==> config.mk <==
export PLATFORM = sky130hd
export DESIGN_NAME = imem_uart_loader
export DESIGN_NICKNAME = d
export VERILOG_FILES = /design/src/rtl/imem_uart_loader.sv
export SDC_FILE = /design/constraint.sdc
export NUM_CORES = 1
export LEC_CHECK = 0
export ABC_CLOCK_PERIOD_IN_PS = 2800
export CORE_AREA = 2 2 96 98
export CTS_CLUSTER_SIZE = 10
export DETAILED_ROUTE_END_ITERATION = 10
export DIE_AREA = 0 0 98 100
export GPL_TIMING_DRIVEN = 0
export PLACE_DENSITY = 0.79
export SYNTH_ARGS = -nofsm -noshare
export SYNTH_HDL_FRONTEND = slang
export SYNTH_SLANG_ARGS = --single-unit
==> constraint.sdc <==
create_clock -name clk -period 2.8 [get_ports clk]
set_input_delay 0.56 -clock clk [delete_from_list [all_inputs] [get_ports clk]]
set_output_delay 0.56 -clock clk [all_outputs]
set_load 0.1 [all_outputs]
==> src/rtl/imem_uart_loader.sv <==
// Assembles a UART byte stream (HDR, N, 4*N payload, XOR checksum) into big-endian words and writes them to instruction RAM.
// Write strobe 1 clk after the 4th byte of each word; no back-pressure, one byte accepted per rx_valid.
module imem_uart_loader #(
  parameter int          ADDR_W  = 8,
  parameter int          TIMEOUT = 50000,
  parameter logic [7:0]  HDR     = 8'hA5
) (
  input  logic              clk,
  input  logic              reset,
  input  logic              load_en,
  input  logic [7:0]        rx_data,
  input  logic              rx_valid,
  output logic              wr_en,
  output logic [ADDR_W-1:0] wr_addr,
  output logic [31:0]       wr_data,
  output logic              cpu_hold,
  output logic              busy,
  output logic              done,
  output logic              err
);

  localparam int TW = $clog2(TIMEOUT + 1);
  localparam logic [TW-1:0] IDLE_LAST = TW'(TIMEOUT - 1);

  typedef enum logic [1:0] {S_IDLE, S_COUNT, S_DATA, S_CSUM} state_t;

  state_t            state_q;
  logic [7:0]        n_q;
  logic [7:0]        wcnt_q;
  logic [7:0]        xor_q;
  logic [1:0]        byte_idx_q;
  logic [23:0]       word_sr_q;
  logic [TW-1:0]     idle_q;
  logic              wr_en_q;
  logic [ADDR_W-1:0] wr_addr_q;
  logic [31:0]       wr_data_q;
  logic              done_q;
  logic              err_q;

  logic [31:0] word_d;
  logic [7:0]  xor_d;

  assign word_d = {word_sr_q, rx_data};
  assign xor_d  = xor_q ^ rx_data;

  always_ff @(posedge clk) begin
    if (reset) begin
      state_q    <= S_IDLE;
      n_q        <= '0;
      wcnt_q     <= '0;
      xor_q      <= '0;
      byte_idx_q <= '0;
      word_sr_q  <= '0;
      idle_q     <= '0;
      wr_en_q    <= 1'b0;
      wr_addr_q  <= '0;
      wr_data_q  <= '0;
      done_q     <= 1'b0;
      err_q      <= 1'b0;
    end else begin
      wr_en_q <= 1'b0;
      done_q  <= 1'b0;
      if (wr_en_q) begin
        wr_addr_q <= wr_addr_q + 1'b1;
      end

      if (state_q == S_IDLE) begin
        if (rx_valid && load_en && rx_data == HDR) begin
          state_q   <= S_COUNT;
          err_q     <= 1'b0;
          wr_addr_q <= '0;
          xor_q     <= '0;
          idle_q    <= '0;
        end
      end else if (!load_en) begin
        err_q   <= 1'b1;
        state_q <= S_IDLE;
      end else if (rx_valid) begin
        // A byte landing on the timeout cycle is accepted, so it is tested first.
        idle_q <= '0;
        case (state_q)
          S_COUNT: begin
            n_q        <= rx_data;
            wcnt_q     <= '0;
            byte_idx_q <= '0;
            state_q    <= S_DATA;
          end
          S_DATA: begin
            word_sr_q  <= word_d[23:0];
            xor_q      <= xor_d;
            byte_idx_q <= byte_idx_q + 1'b1;
            if (byte_idx_q == 2'd3) begin
              wr_en_q   <= 1'b1;
              wr_data_q <= word_d;
              // N==0 wraps n_q-1 to 255, giving a full 256-word frame.
              if (wcnt_q == n_q - 8'd1) begin
                state_q <= S_CSUM;
              end else begin
                wcnt_q <= wcnt_q + 8'd1;
              end
            end
          end
          S_CSUM: begin
            if (rx_data == xor_q) begin
              done_q <= 1'b1;
            end else begin
              err_q <= 1'b1;
            end
            state_q <= S_IDLE;
          end
          default: state_q <= S_IDLE;
        endcase
      end else if (idle_q == IDLE_LAST) begin
        err_q   <= 1'b1;
        state_q <= S_IDLE;
      end else begin
        idle_q <= idle_q + 1'b1;
      end
    end
  end

  assign wr_en    = wr_en_q;
  assign wr_addr  = wr_addr_q;
  assign wr_data  = wr_data_q;
  assign busy     = (state_q != S_IDLE);
  assign cpu_hold = busy | err_q;
  assign done     = done_q;
  assign err      = err_q;

endmodule

==> results.sh <==
export IMPL_post_route_period_util=0.942
export IMPL_antenna_found_initial=0
export IMPL_fmax_mhz=379
export IMPL_grt_usage=0.225
export IMPL_maxSlewHeadroom=0.347
export IMPL_synth_main_ff_cell="dfxtp_1"
export IMPL_cts_hold_buffers=0
export IMPL_numPlacedInstances=772
export IMPL_total_power_mw=2.78
export IMPL_gp_congestion=0.867
export IMPL_ys_seq_elements=111
export IMPL_drt_wl_total_um=11000
export IMPL_layout_drive_gt1_share=0.0488
export IMPL_fin_tns_setup_ps=0
export IMPL_ys_warn_count=0
export IMPL_cp_arrival_ps=2080
export IMPL_start_util=0.544
export IMPL_coreArea_mm2=0.00889
export IMPL_startpoint_type="flop"
export IMPL_grt_pass1_wl_um=18200
export IMPL_ys_seq_area_frac=0.459
export IMPL_synth_async_reset_ratio=0
export IMPL_vias_per_cell=5.63
export IMPL_crit_type="flop to primary output"
export IMPL_whs_path_depth=2
export IMPL_die_y_um=100
export IMPL_first_global_vias=4005
export IMPL_period_minus_slack_ps=2640
export IMPL_rsz0062_at_grt="no"
export IMPL_drtAntennaViolNets=0
export IMPL_ios=57
export IMPL_ir_drop_mv=0.370
export IMPL_drtIter0Drc=248
export IMPL_finalHoldViolCount=0
export IMPL_cp_end_kind="primary output"
export IMPL_hold_path_class="flop to flop"
export IMPL_finalSetupViolCount=0
export IMPL_pre_cts_ws_ps=-183
export IMPL_clkTransAtPathRegs_ps=120
export IMPL_rr_worst_depth=9
export IMPL_status="completed"
export IMPL_post_drt_wl_per_cell_um=14.0
export IMPL_io_buffers=56
export IMPL_rows=35
export IMPL_drt_pass1_iter_count=4
export IMPL_drc=0
export IMPL_clock_path_buffers=2
export IMPL_clk_latency_ps=390
export IMPL_diodes=0
export IMPL_root_buffer="clkbuf_8"
export IMPL_holdWs_ps=461
export IMPL_synth_cells=605
export IMPL_crit_path_max_fanout=10
export IMPL_cts_tree="done"
export IMPL_synth_edf_count=0
export IMPL_grt_max_degree=24
export IMPL_tightest_slew_ps=977
export IMPL_syn_area_per_cell_um2=8.00
export IMPL_nFillCells=785
export IMPL_cts_num_sinks=111
export IMPL_required_ps=2240
export IMPL_fin_skew_ps=17.7
export IMPL_dpl_hpwl_um=7880
export IMPL_final_util=0.646
export IMPL_slew_viol_final=0
export IMPL_dieArea_mm2=0.00980
export IMPL_synth_distinct_cells=55
export IMPL_fin_ws_ps=162
export IMPL_cap_violations=0
export IMPL_place_area_mm2=0.00554
export IMPL_finalNonFillerCells=787
export IMPL_power_density_mw_per_mm2=484
export IMPL_fin_nets=692
export IMPL_numCtsBuffers=9
export IMPL_dieWidth_um=98
export IMPL_syn_nets=626
export IMPL_cellLeakagePower_nw=1.94
export IMPL_fin_area_mm2=0.00574
export IMPL_htree_num_levels=3
export IMPL_vias=4429
export IMPL_grt_overflow_total=0
export IMPL_area_delta_synth_final_pct=18.8
export IMPL_syn_area_mm2=0.00484
-- worst max-delay path, cell delays in order (launching register included) --
cell	delay, ps
dfxtp_1	410
inv_1	110
ha_1	310
clkbuf_2	220
nand2b_1	100
clkdlybuf4s15_2	550
-- synth_stat cells, drive strengths merged, types with 9 or more instances --
| cell | instances | area, µm² |
|---|---|---|
| a21oi | 84 | 420 |
| and3 | 9 | 56.3 |
| clkbuf | 27 | 101 |
| dfxtp | 111 | 2220 |
| ha | 9 | 113 |
| inv | 10 | 37.5 |
| nand2 | 145 | 544 |
| nand3 | 16 | 85.1 |
| nand4 | 11 | 68.8 |
| nor2 | 47 | 179 |
| nor3 | 19 | 95.1 |
| o21ai | 18 | 90.1 |
| xnor2 | 22 | 193 |
| xor2 | 13 | 114 |
-- final cells by class --
type                            instances  area [µm²]  area share
Sequential cell                       111        2220       0.387
Inverter                               10        37.5     0.00653
Buffer                                 32         139      0.0242
Timing Repair Buffer                   56         557      0.0969
Tap cell                              111         139      0.0242
Clock buffer                            9         124      0.0216
Multi-Input combinational cell        451        2440       0.424
Clock inverter                          7        88.8      0.0155
-- routing by layer --
metal	wire, µm	vias to the layer above	global-route usage	share of wire
met2	5290	107	0.387	0.48
met4	208	0	0.0780	0.019
li1	-	2204	-	-
met3	462	27	0.0425	0.042
met5	0	-	0	0
met1	5040	2091	0.286	0.46
-- sequential cells by signal (all words and copies together) (netlist names) --
register and cells:
done 1, byte_idx_q 2, word_sr_q 24, wcnt_q 8, wr_addr 8, idle_q 16, xor_q 8, wr_data 32
wr_en 1, err 1, n_q 8, state_q 2
-- power breakdown --
part           internal [mW]  switching, mW
Sequential              1.58        0.00415
Combinational         0.0456          0.131
Clock                  0.375          0.643
Total                   2.00          0.778
-- kinds of logic after synthesis --
kind of cell / count (synthesis) / share of synthesized area
AO/OA/AOI/OAI: 124 / 0.147
XOR/XNOR: 35 / 0.0634
adder cells (fa/ha/maj): 9 / 0.0233
buffers and inverters: 43 / 0.0367
flip-flops: 111 / 0.459
multiplexers: 2 / 0.00414
AND/OR/NAND/NOR: 281 / 0.266
-- cell usage in the layout (no fill, tap or decap), drive strengths merged, types with 16 or more instances in the layout --
cell and count:
nand2 145, xnor2 22, o21ai 18, nor2 47, clkdlybuf4s50 54, inv 16, a21oi 84, nor3 19
clkbuf 36, dfxtp 111, nand3 16
-- final timing paths --
kind,from,endpoint,slack [ps]
min,wr_data[29],wr_data[29],460
min reg2reg,wr_data[29],wr_data[29],460
max,state_q[0],cpu_hold,160
max reg2reg,state_q[0],wr_data[27],330
-- timing repair --
action / 4_1_cts / 5_1_grt
buffers inserted: 0 / 0
resized for setup: 5 / 5
setup endpoints to repair: 2 / 14
endpoints found under the hold margin: 0 / 0
Power figures use the tool's default switching activity.
